--- src/rtl/dll_rx_acknak_if.sv ---
// Link-side bundle for the DLL receive ACK/NAK scheduler: received-TLP
// status in, TLP accept pulse out, and the DLLP request/ready handshake.
interface dll_rx_acknak_if;
  logic        tlp_valid;
  logic [11:0] tlp_seq;
  logic        tlp_crc_ok;
  logic        tlp_accept;
  logic        dllp_valid;
  logic        dllp_ready;
  logic        dllp_nak;
  logic [11:0] dllp_seq;

  modport master (
    output tlp_valid, tlp_seq, tlp_crc_ok, dllp_ready,
    input  tlp_accept, dllp_valid, dllp_nak, dllp_seq
  );
  modport slave (
    input  tlp_valid, tlp_seq, tlp_crc_ok, dllp_ready,
    output tlp_accept, dllp_valid, dllp_nak, dllp_seq
  );
endinterface

--- src/rtl/dll_rx_acknak.sv ---
// Receiver-side DLL ACK/NAK scheduler: checks TLP sequence/LCRC against NRS and
// issues ACK/NAK DLLPs. Define RX_STATS_EN to add saturating BAD/DUP/NAK counters.
module dll_rx_acknak #(
  parameter int ACK_LATENCY  = 64,
  parameter int ACK_COALESCE = 4
) (
  input  logic             clk,
  input  logic             rst,
  dll_rx_acknak_if.slave   bus,
  output logic [11:0]      nrs
`ifdef RX_STATS_EN
  ,
  output logic [15:0]      stat_bad,
  output logic [15:0]      stat_dup,
  output logic [15:0]      stat_nak
`endif
);
  localparam int TW = (ACK_LATENCY > 2) ? $clog2(ACK_LATENCY) : 1;
  localparam logic [TW-1:0] TMR_LAST = TW'(ACK_LATENCY - 1);
  localparam logic [7:0]    COAL     = 8'(ACK_COALESCE);

  typedef enum logic {IDLE, HOLD} state_t;
  state_t state, state_nxt;

  logic          nak_sched, nak_pend, ack_force;
  logic [7:0]    pend_cnt;
  logic [TW-1:0] ack_tmr;

  // Distance back from NRS: 0 = expected, upper half = ahead of NRS (lost TLP).
  logic [11:0] d;
  logic is_bad, is_good, is_dup, is_ahead, issue;

  assign d        = nrs - bus.tlp_seq;
  assign is_bad   = bus.tlp_valid && !bus.tlp_crc_ok;
  assign is_good  = bus.tlp_valid &&  bus.tlp_crc_ok && (d == 12'd0);
  assign is_dup   = bus.tlp_valid &&  bus.tlp_crc_ok && (d != 12'd0) && !d[11];
  assign is_ahead = bus.tlp_valid &&  bus.tlp_crc_ok && d[11];

  assign issue = (state == IDLE) &&
                 (nak_pend || ack_force || (pend_cnt >= COAL) ||
                  ((ack_tmr == TMR_LAST) && (pend_cnt != 8'd0)));

  always_ff @(posedge clk) begin
    if (rst) state <= IDLE;
    else     state <= state_nxt;
  end

  always_comb begin
    state_nxt = state;
    case (state)
      IDLE: if (issue)          state_nxt = HOLD;
      HOLD: if (bus.dllp_ready) state_nxt = IDLE;
      default:                  state_nxt = IDLE;
    endcase
  end

  always_comb begin
    bus.dllp_valid = (state == HOLD);
  end

  // Issue clears first; the same-cycle TLP event is assigned later so it wins
  // and stays pending for the next DLLP.
  always_ff @(posedge clk) begin
    if (rst) begin
      bus.tlp_accept <= 1'b0;
      bus.dllp_nak   <= 1'b0;
      bus.dllp_seq   <= 12'd0;
      nrs            <= 12'd0;
      nak_sched      <= 1'b0;
      nak_pend       <= 1'b0;
      ack_force      <= 1'b0;
      pend_cnt       <= 8'd0;
      ack_tmr        <= '0;
    end else begin
      bus.tlp_accept <= is_good;
      if (issue) begin
        bus.dllp_nak <= nak_pend;
        bus.dllp_seq <= nrs - 12'd1;
        nak_pend     <= 1'b0;
        ack_force    <= 1'b0;
        pend_cnt     <= 8'd0;
        ack_tmr      <= '0;
      end else if ((state == IDLE) && (pend_cnt != 8'd0)) begin
        ack_tmr <= ack_tmr + TW'(1);
      end
      if (is_good) begin
        nrs       <= nrs + 12'd1;
        nak_sched <= 1'b0;
        if (issue)                 pend_cnt <= 8'd1;
        else if (pend_cnt != 8'hFF) pend_cnt <= pend_cnt + 8'd1;
      end
      if (is_dup) ack_force <= 1'b1;
      if ((is_bad || is_ahead) && !nak_sched) begin
        nak_pend  <= 1'b1;
        nak_sched <= 1'b1;
      end
    end
  end

`ifdef RX_STATS_EN
  always_ff @(posedge clk) begin
    if (rst) begin
      stat_bad <= 16'd0;
      stat_dup <= 16'd0;
      stat_nak <= 16'd0;
    end else begin
      if (is_bad && stat_bad != 16'hFFFF)                stat_bad <= stat_bad + 16'd1;
      if (is_dup && stat_dup != 16'hFFFF)                stat_dup <= stat_dup + 16'd1;
      if (issue && nak_pend && stat_nak != 16'hFFFF)     stat_nak <= stat_nak + 16'd1;
    end
  end
`endif
endmodule

--- src/flat_wrapper.sv ---
// flat-port wrapper written by rule: the top's interface ports become plain ports
module dll_rx_acknak_flat 
#(
  parameter int ACK_LATENCY  = 64,
  parameter int ACK_COALESCE = 4
)
  (clk, rst, nrs, bus_tlp_valid, bus_tlp_seq, bus_tlp_crc_ok, bus_dllp_ready, bus_tlp_accept, bus_dllp_valid, bus_dllp_nak, bus_dllp_seq);
  dll_rx_acknak_if bus_i ();
  input  logic clk;
  input  logic rst;
  output logic [11:0] nrs;
  input wire logic [$bits(bus_i.tlp_valid)-1:0] bus_tlp_valid;
  input wire logic [$bits(bus_i.tlp_seq)-1:0] bus_tlp_seq;
  input wire logic [$bits(bus_i.tlp_crc_ok)-1:0] bus_tlp_crc_ok;
  input wire logic [$bits(bus_i.dllp_ready)-1:0] bus_dllp_ready;
  output wire logic [$bits(bus_i.tlp_accept)-1:0] bus_tlp_accept;
  output wire logic [$bits(bus_i.dllp_valid)-1:0] bus_dllp_valid;
  output wire logic [$bits(bus_i.dllp_nak)-1:0] bus_dllp_nak;
  output wire logic [$bits(bus_i.dllp_seq)-1:0] bus_dllp_seq;
  assign bus_i.tlp_valid = bus_tlp_valid;
  assign bus_i.tlp_seq = bus_tlp_seq;
  assign bus_i.tlp_crc_ok = bus_tlp_crc_ok;
  assign bus_i.dllp_ready = bus_dllp_ready;
  assign bus_tlp_accept = bus_i.tlp_accept;
  assign bus_dllp_valid = bus_i.dllp_valid;
  assign bus_dllp_nak = bus_i.dllp_nak;
  assign bus_dllp_seq = bus_i.dllp_seq;
  dll_rx_acknak #(.ACK_LATENCY(ACK_LATENCY), .ACK_COALESCE(ACK_COALESCE)) u_core (.clk(clk), .rst(rst), .bus(bus_i), .nrs(nrs));
endmodule
--- config.mk ---
export PLATFORM = sky130hd
export DESIGN_NAME = dll_rx_acknak_flat
export DESIGN_NICKNAME = d
export VERILOG_FILES = /design/src/rtl/dll_rx_acknak_if.sv /design/src/rtl/dll_rx_acknak.sv /design/src/flat_wrapper.sv
export SDC_FILE = /design/constraint.sdc
export NUM_CORES = 1
export LEC_CHECK = 0
export CORE_MARGIN = 1.5
export CORE_UTILIZATION = 50
export CTS_BUF_LIST = sky130_fd_sc_hd__clkbuf_2 sky130_fd_sc_hd__clkbuf_4 sky130_fd_sc_hd__clkbuf_8
export CTS_CLUSTER_SIZE = 12
export DETAILED_ROUTE_END_ITERATION = 7
export HOLD_SLACK_MARGIN = 0.15
export PLACE_DENSITY_LB_ADDON = 0.3
export SLEW_MARGIN = 20
export SYNTH_ARGS = -nofsm -noshare
export SYNTH_HDL_FRONTEND = slang
export SYNTH_SLANG_ARGS = --single-unit
--- constraint.sdc ---
create_clock -name clk -period 2.7 [get_ports clk]
set_clock_uncertainty 0.15 [all_clocks]
set_input_delay 0.405 -clock clk [delete_from_list [all_inputs] [get_ports clk]]
set_output_delay 0.405 -clock clk [all_outputs]
set_load 0.02 [all_outputs]
* Word-level counts from Yosys, hierarchy flattened
Index checks and enable logic that the tools add are counted.
** Operators by class
- Equal/unequal tests :: 2
- Add/sub/neg operators :: 5
- $mul :: 0
- Reduce and logical (&&, ||, !) cells :: 24
- Order comparisons :: 1
- Bitwise operators :: 1
- Muxes and demuxes :: 12
- Shift-type cells :: 0
- Divide/modulo/power cells :: 0
** Operators with widths (number)
- 8-bit 2-to-1 mux :: 4
- 12-bit by 1-bit adder with 12-bit output (second input constant) :: 1
- 12-bit logical NOT :: 1
- 12-bit nonzero test :: 1
- 12-bit by 1-bit subtractor with 12-bit output (second input constant) :: 1
- 12-bit subtractor :: 1
- 1-bit logical AND :: 10
- 8-bit by 1-bit adder with 8-bit output (second input constant) :: 1
- 8-bit by 3-bit >= comparator with 1-bit output (second input constant) :: 1
- 8-bit != test (second input constant) :: 1
- 8-bit nonzero test :: 1
- 1-bit 2-to-1 mux :: 7
- 6-bit by 1-bit adder with 6-bit output (second input constant) :: 1
- 6-bit equality test (second input constant) :: 1
- 2-bit nonzero test :: 3
- 1-bit logical OR :: 4
- 1-bit logical NOT :: 3
- 1-bit case mux with 2 select lines :: 1
- 2-bit OR reduction :: 1
- 1-bit NOT :: 1
** Storage, ports and cells
- Bits in writable memories :: 0
- Register bits :: 44
- Bits in latches :: 0
- Memories kept :: 0
- Memory bits (read-only) :: 0
- Logic and storage cells :: 55
- Output and inout port bits :: 27
- Bits of input ports :: 17

* Longest topological paths before layout
Gate-level depths: netlist of run 1.
- Depth in word-level cells :: 8
- Depth in mapped cells :: 12
- Mapped depth without buffers :: 10

* Worst setup path after synthesis of run 1
Ideal clock, no wire load.
- Path type :: reg2reg
- From :: register u_core.nrs[0]
- To :: register u_core.nrs[10]
- Setup time :: 123 ps
- Clock period less this slack :: 3120 ps
- Buffers on the path :: 2
- Data arrival time :: 2846 ps
- Slack :: -420 ps
- Required time :: 2427 ps
- Cell stages (with the launch flop) :: 13
- Cells stage by stage :: dfxtp_1 > clkbuf_1 > inv_1 > ha_1 > nand2_1 > a2111o_1 > nor4_1 > o2111ai_1 > nor2_2 > nand4_4 > buf_2 > nor3_1 > mux2_1
** Between the ends
- Cells in the longest elaborated chain, start to end :: 3
- Elaborated cells on any way between the ends :: 4
- Classes of those cells :: add/sub: 2; reduce/logical: 2
** Ends and longest elaborated chain
- from (decl) :: RTL line dll_rx_acknak.sv:10 : output logic [11:0] nrs
- from (signal assigned) :: RTL line dll_rx_acknak.sv:87 : nrs <= nrs + 12'd1;
- 12-bit subtractor :: RTL line dll_rx_acknak.sv:33 : assign d = nrs - bus.tlp_seq;
- 12-bit logical NOT :: RTL line dll_rx_acknak.sv:35 : assign is_good = bus.tlp_valid && bus.tlp_crc_ok && (d == 12'd0);
- 1-bit logical AND :: RTL line dll_rx_acknak.sv:35
Several ways; a longest one is shown, not always the timed one.
A chain may end at the register's enable or synchronous reset.

* Worst setup path after layout of run 1
- From :: input port bus_tlp_seq[10]
- To :: register u_core.pend_cnt[4]
** Between the ends
- Cells in the longest elaborated chain, start to end :: 4
** Ends and longest elaborated chain
- from (decl) :: RTL line flat_wrapper.sv:13 : input wire logic [$bits(bus_i.tlp_seq)-1:0] bus_tlp_seq;
- 12-bit subtractor :: RTL line dll_rx_acknak.sv:33
- 12-bit logical NOT :: RTL line dll_rx_acknak.sv:35
- 1-bit logical AND :: RTL line dll_rx_acknak.sv:35
- 8-bit 2-to-1 mux :: RTL line dll_rx_acknak.sv:86 : if (is_good) begin
- to (signal assigned) :: RTL line dll_rx_acknak.sv:90 : else if (pend_cnt != 8'hFF) pend_cnt <= pend_cnt + 8'd1;
- to (decl) :: RTL line dll_rx_acknak.sv:26 : logic [7:0] pend_cnt;
No other way between the ends.

==> results.toml, run 1 <==
[floorplan]
ios = 44
rows = 26
start_util_pct = 53.1
die_w_um = 77.4
die_y_um = 77.4
core-area_sq_mm = 0.00520
die-area_sq_mm = 0.00598

[hold_path]
worstHoldStart = "u_core.bus.dllp_nak$_SDFFE_PP0P_"
hold_class = "reg2reg"
whs_endpoint = "u_core.bus.dllp_nak$_SDFFE_PP0P_"
hold_depth = 2

[clocking]
htree_levels = 2
clock_path_buffers = 2
cts_root_buf = "clkbuf_8"
cts_num_sinks = 44
postCtsHoldBufs = 0
clkTransAtPathRegs_ns = 0.08
tritoncts = "built"
cts_made_buffers = 5
worstSkewPairLatency_ns = 0.30

[detailed_routing]
wl_met2_mm = 4.62
first_pass_iters = 4
via_per_inst = 6.14
antenna_left = 0
vias = 3135
finalWirelength_mm = 9.37
wl_met3_um = 659
met1_length_mm = 3.79
topRoutingLayerUsed = "met4"
wl_per_cell_um = 18.3
drtIter0Drc = 298
drc_errors = 0

[pwr]
switching_power_uw = 399
p_int_uw = 991
p_leak_uw = 0.00170
pwr_density_cell_mw_per_mm2 = 326
seqPwrFrac_pct = 49.4
pwr-share-clk_pct = 28.9
ir_worst_vdd_mv = 0.316
comb_power_share_pct = 21.7
sw_frac_of_total_pct = 28.7

[timing]
tightest_slew_ns = 0.554
finalSetupTns_ns = -2.28
slew_violations = 0
hold_viol = 0
slew_headroom_pct = 63.0
max_freq_ghz = 0.341
setup_viol = 21
period_needed_ns = 2.93
fin_crit_sh_pct = 109
setup_ws_ns = -0.233
rsz0062_at_grt = "yes"

[global_routing]
grt_usage_pct = 27.9
antenna_found_initial = 0
grt_pass1_vias = 2774
grt_max_degree = 30
grt_pass1_wl_mm = 13.4
gr-total-overflow = 0

[placement]
dpl.cell_count = 486
place_congestion = 0.851
hpwl_mm = 5.38
portBuffers = 43
place_ws_ns = -0.768

[yosys]
synth_top_area_cell = "dfxtp_1"
synth_top_area_share_pct = 31.9
synth_edf_count = 0
ys.flop_type = "dfxtp_1"
syn_area_per_cell_sq_um = 8.01
ys_types = 52
synth_seq_cells = 44
netlist_top_cells_area = "dfxtp_1, ha_1, nor2_1"
yosysSeqAreaShare_pct = 31.9
synth_area_sq_mm = 0.00276
yosys_warnings = 0
synth_cells = 345
syn-num-nets = 378
synthArstFlopShare_pct = 0

[critical_path]
critPathKind = "in2reg"
worst_setup_path_start_kind = "input port"
worst-path-max-fanout = 6
reg2reg_to = "u_core.pend_cnt[4]$_SDFF_PP0_"
r2r-start = "u_core.nrs[10]$_SDFFE_PP0N_"
r2r_setup_slack_ns = -0.21
startpoint = "bus_tlp_seq[10]"
end_kind = "flop"
reg2reg_depth = 11
critPathRequiredTime_ns = 2.72
arrival_ns = 2.95

[layout]
drive_above_1_share_pct = 32.7
nNetsFinal = 474
final_util_pct = 81.9
layout_common_cells = "buf_4, nor2_1, dfxtp_1"
diodes = 0
multiInputGateArea_sq_mm = 0.00219
synthToLayoutAreaGrowth_pct = 54.2
seq_area_sq_um = 892
stdcell_count = 511
nFillCells = 291
layout_commonest_cell = "buf_4"

[status]
violations = "setup timing"
status = "complete, but fails checks"

[job]
cap_violations = 0
## worst max path at each step
| stage | end | slack, ns | cells after the start |
|---|---|---|---|
| 4_1_cts | u_core.nrs[4]$_SDFFE_PP0N_ | -0.15 | 12 |
| 3_3_place_gp | u_core.pend_cnt[4]$_SDFF_PP0_ | -0.70 | 12 |
| 5_1_grt | u_core.pend_cnt[4]$_SDFF_PP0_ | -0.32 | 11 |
| 2_1_floorplan | u_core.nrs[10]$_SDFFE_PP0N_ | -0.05 | 12 |
| 6_report | u_core.pend_cnt[4]$_SDFF_PP0_ | -0.23 | 13 |
| 3_5_place_dp | u_core.pend_cnt[4]$_SDFF_PP0_ | -0.77 | 12 |
## metrics by stage
| stage | cell area [sq um] | hold slack (ns) | total power, uW |
|---|---|---|---|
| global placement | 3620 | 0.295 | 955 |
| finish | 4260 | 0.301 | 1390 |
| CTS | 4080 | 0.303 | 1370 |
| floorplan | 2850 | 0.299 | 847 |
| detailed placement | 3620 | 0.292 | 960 |
| global route | 4260 | 0.329 | 1450 |
## cells in the mapped netlist (all sizes together), types with 2 or more instances
cell / instances
inv: 24
clkbuf: 11
and2: 2
o211ai: 2
ha: 16
or4: 9
nor3b: 4
mux2i: 4
nor2: 43
buf: 4
nand4b: 2
a211oi: 12
nand3: 10
nor3: 12
o31a: 2
xnor2: 7
nor4: 4
or3: 6
nand2b: 4
dfxtp: 44
a21oi: 21
xor2: 9
nor2b: 10
nand4: 8
mux2: 8
o21ai: 6
and4: 2
a211o: 2
o21a: 2
o31ai: 9
and3: 6
nand2: 23
a31oi: 4
## power groups by stage
stage,clock (uW),combinational (uW),sequential (uW)
CTS,403,281,687
floorplan,0,118,730
global placement,0,254,701
detailed placement,0,258,702
finish,401,302,687
global route,433,322,691
## state kept, by name, summed over array words and instances (netlist names)
register / count
u_core.nak_pend: 1
u_core.bus.dllp_nak: 1
u_core.bus.dllp_valid: 1
u_core.nrs: 12
u_core.pend_cnt: 8
u_core.nak_sched: 1
u_core.ack_tmr: 6
u_core.bus.dllp_seq: 12
u_core.bus.tlp_accept: 1
u_core.ack_force: 1
## repair_timing
item | in CTS | in global routing
cloned | 0 | 0
setup endpoints to repair | 24 | 24
pin swaps | 27 | 19
gates resized for setup | 70 | 31
buffers inserted | 13 | 5
hold endpoints to repair | 0 | 0
## worst max-delay path, stage by stage
cell           delay, ns
dlygate4sd2_1       0.23
inv_2               0.05
ha_4                0.28
nor2b_4             0.04
a2111o_1            0.38
nor4_2              0.26
o2111ai_2           0.19
nor2_4              0.18
nand4_4             0.10
buf_8               0.15
buf_8               0.13
o41ai_1             0.43
a21oi_1             0.11
## cells by family (layout without fill, tap and decap cells)
logic type                 Yosys count  count (layout)  synth area share (%)
AOI/OAI and AO/OA                   72              72                  17.8
xor gates and xnor gates            16              16                  5.07
and+or+nand+nor                    146             146                  27.7
DFF                                 44              44                  31.9
buffers and inverters               39             135                  5.57
adders and majority gates           16              16                  7.24
muxes                               12              12                  4.71
## per-layer routing
metal  vias up  track usage, %
met5         -               0
met4         0            6.91
met3        32            4.71
met2       188            48.7
met1      1475            35.6
li1       1440               -
## cell type report
class | instances | share of cell area [%]
clock inverter | 2 | 0.264
tap | 70 | 2.05
timing repair buffer | 104 | 21.6
inverter | 24 | 2.17
multi-input combinational | 262 | 51.4
clock buffer | 5 | 1.61
sequential | 44 | 20.9
No activity file was read; power rests on OpenSTA's default activity.
==> run 2, diff against run 1 <==
CTS_CLUSTER_SIZE = 20   (was 12)
==> results of run 2 <==
Final layout, timing and power as in run 1 (identical DEF).
==> run 3, diff against run 2 <==
--- a/constraint.sdc
+++ b/constraint.sdc
@@ -4,2 +4,2 @@
 set_output_delay 0.405 -clock clk [all_outputs]
-set_load 0.02 [all_outputs]
+set_load 0.05 [all_outputs]
==> run 3 against run 2 <==
The run still ends with setup timing left. Combinational power grew 28%. Routed wire length grew 13%. Sequential power hardly changed. Via count grew 4.9%. Core utilization grew 1.2 points. First-iteration DRC count increased by 8.7%. Fmax decreased by 3.2%. Final cell count is 0.20% lower. Non-clock buffer count decreased by 3. Critical path depth fell by 2. Design area up 1.5%. Critical endpoint is now u_core.nrs[9]$_SDFFE_PP0N_. Largest power group unchanged.
==> results.toml, run 3 (synthesized netlist as in run 1, its figures left out) <==
[floorplan]
rows = 26
ios = 44
core-area_sq_mm = 0.00520
die_w_um = 77.4
start_util_pct = 53.1
die_y_um = 77.4
die-area_sq_mm = 0.00598

[job]
cap_violations = 0

[timing]
slew_headroom_pct = 64.0
worst_hold_slack_ns = 0.334
setup_viol = 23
hold_viol = 0
period_needed_ns = 3.03
max_freq_ghz = 0.330
finalSetupTns_ns = -4.64
tightest_slew_ns = 0.539
setup_ws_ns = -0.329
slew_violations = 0
fin_crit_sh_pct = 112
rsz0062_at_grt = "yes"

[detailed_routing]
vias = 3290
first_pass_iters = 5
antenna_left = 0
via_per_inst = 6.45
wl_per_cell_um = 20.8
finalWirelength_mm = 10.6
drtIter0Drc = 324
drc_errors = 0

[clocking]
worstSkewPairLatency_ns = 0.30
tritoncts = "built"
postCtsHoldBufs = 0
cts_made_buffers = 5
clkTransAtPathRegs_ns = 0.09
htree_levels = 2
clock_path_buffers = 2
cts_root_buf = "clkbuf_8"
cts_num_sinks = 44

[pwr]
pwr_density_cell_mw_per_mm2 = 344
ir_worst_vdd_mv = 0.232
p_leak_uw = 0.00170

[critical_path]
r2r_setup_slack_ns = -0.33
crit_buf_inv = 2
critPathTopFamily = "simple AND/OR/NAND/NOR gates"
critPathKind = "reg2reg"
crit_chain = "inv_4 -> ha_4 -> nand2_1 -> a2111o_1 -> nor4_2 -> o2111ai_2 -> nor2_2 -> buf_4 -> nand4_4 -> or4_1 -> a21oi_1"
worst_setup_path_start_kind = "flop"
critPathRequiredTime_ns = 2.76
cp_slowest_stage_delay_ns = 0.51
worst-path-max-fanout = 5
critPathSlowestCell = "or4_1"
arrival_ns = 3.09
end_kind = "flop"

[placement]
dpl.cell_count = 488
place_ws_ns = -0.841
place_congestion = 0.890
portBuffers = 43
dpl_cell_area_sq_mm = 0.00368
hpwl_mm = 5.52

[layout]
layout_commonest_cell = "buf_4"
synthToLayoutAreaGrowth_pct = 56.5
layout_common_cells = "buf_4, nor2_1, dfxtp_1"
reg_top3 = "u_core.bus.dllp_seq: 12 flops, u_core.nrs: 12 flops, u_core.pend_cnt: 8 flops"
diodes = 0
stdcell_count = 510
nNetsFinal = 473
design_area_sq_mm = 0.00433
drive_above_1_share_pct = 33.6

[global_routing]
grt_usage_pct = 32.2
grt_max_degree = 30
grt_pass1_vias = 3047
antenna_found_initial = 0
gr-total-overflow = 0
grt_pass1_wl_mm = 15.2

[hold_path]
hold_class = "reg2reg"

[status]
status = "complete, but fails checks"
violations = "setup timing"
## run 3: per-layer routing
| metal | up-vias | GRT usage (%) | share of wire (%) | wire, um |
|---|---|---|---|---|
| met5 | - | 0 | 0 | 0 |
| met4 | 0 | 15.8 | 7.7 | 817 |
| met3 | 83 | 5.29 | 9.8 | 1040 |
| met2 | 256 | 55.3 | 47 | 4940 |
| met1 | 1508 | 38.9 | 36 | 3820 |
| li1 | 1443 | - | - | - |
## run 3: final cells by class
type                       instances  area, sq um
multi-input combinational        264         2200
timing repair buffer             101          960
sequential                        44          905
fill                             282          880
inverter                          24         92.6
tap                               70         87.6
clock buffer                       5         68.8
clock inverter                     2         11.3
## run 3: worst min-delay path: stages, from the launching register on
cell and delay (ns):
dfxtp_1 0.33, nand2_1 0.06, a21oi_1 0.05
## run 3: where the power goes
group	leakage [uW]	internal, uW	switching, uW	total (uW)
combinational	0.00129	159	228	387
sequential	0.000365	670	13.9	684
clock	0.0000443	176	239	415
## run 3: final timing paths
kind	from	endpoint	cells past startpoint
max reg2reg	u_core.nrs[0]$_SDFFE_PP0N_	u_core.nrs[9]$_SDFFE_PP0N_	11
max	u_core.nrs[0]$_SDFFE_PP0N_	u_core.nrs[9]$_SDFFE_PP0N_	11
min reg2reg	u_core.nak_pend$_SDFFE_PP0P_	u_core.bus.dllp_nak$_SDFFE_PP0P_	2
min	u_core.nak_pend$_SDFFE_PP0P_	u_core.bus.dllp_nak$_SDFFE_PP0P_	2
## run 3: repair_timing
item / CTS / global route
pin swaps: 37 / 14
setup buffers: 10 / 1
setup endpoints to repair: 24 / 24
cloned: 5 / 0
resized for setup: 71 / 26
## run 3: stage by stage
| stage | power (uW) | utilization (%) |
|---|---|---|
| 6_report | 1490 | 83.1 |
| 5_1_grt | 1530 | 83.1 |
| 4_1_cts | 1460 | 81.1 |
| 3_5_place_dp | 1020 | 70.7 |
| 3_3_place_gp | 1020 | 70.7 |
| 2_1_floorplan | 897 | - |
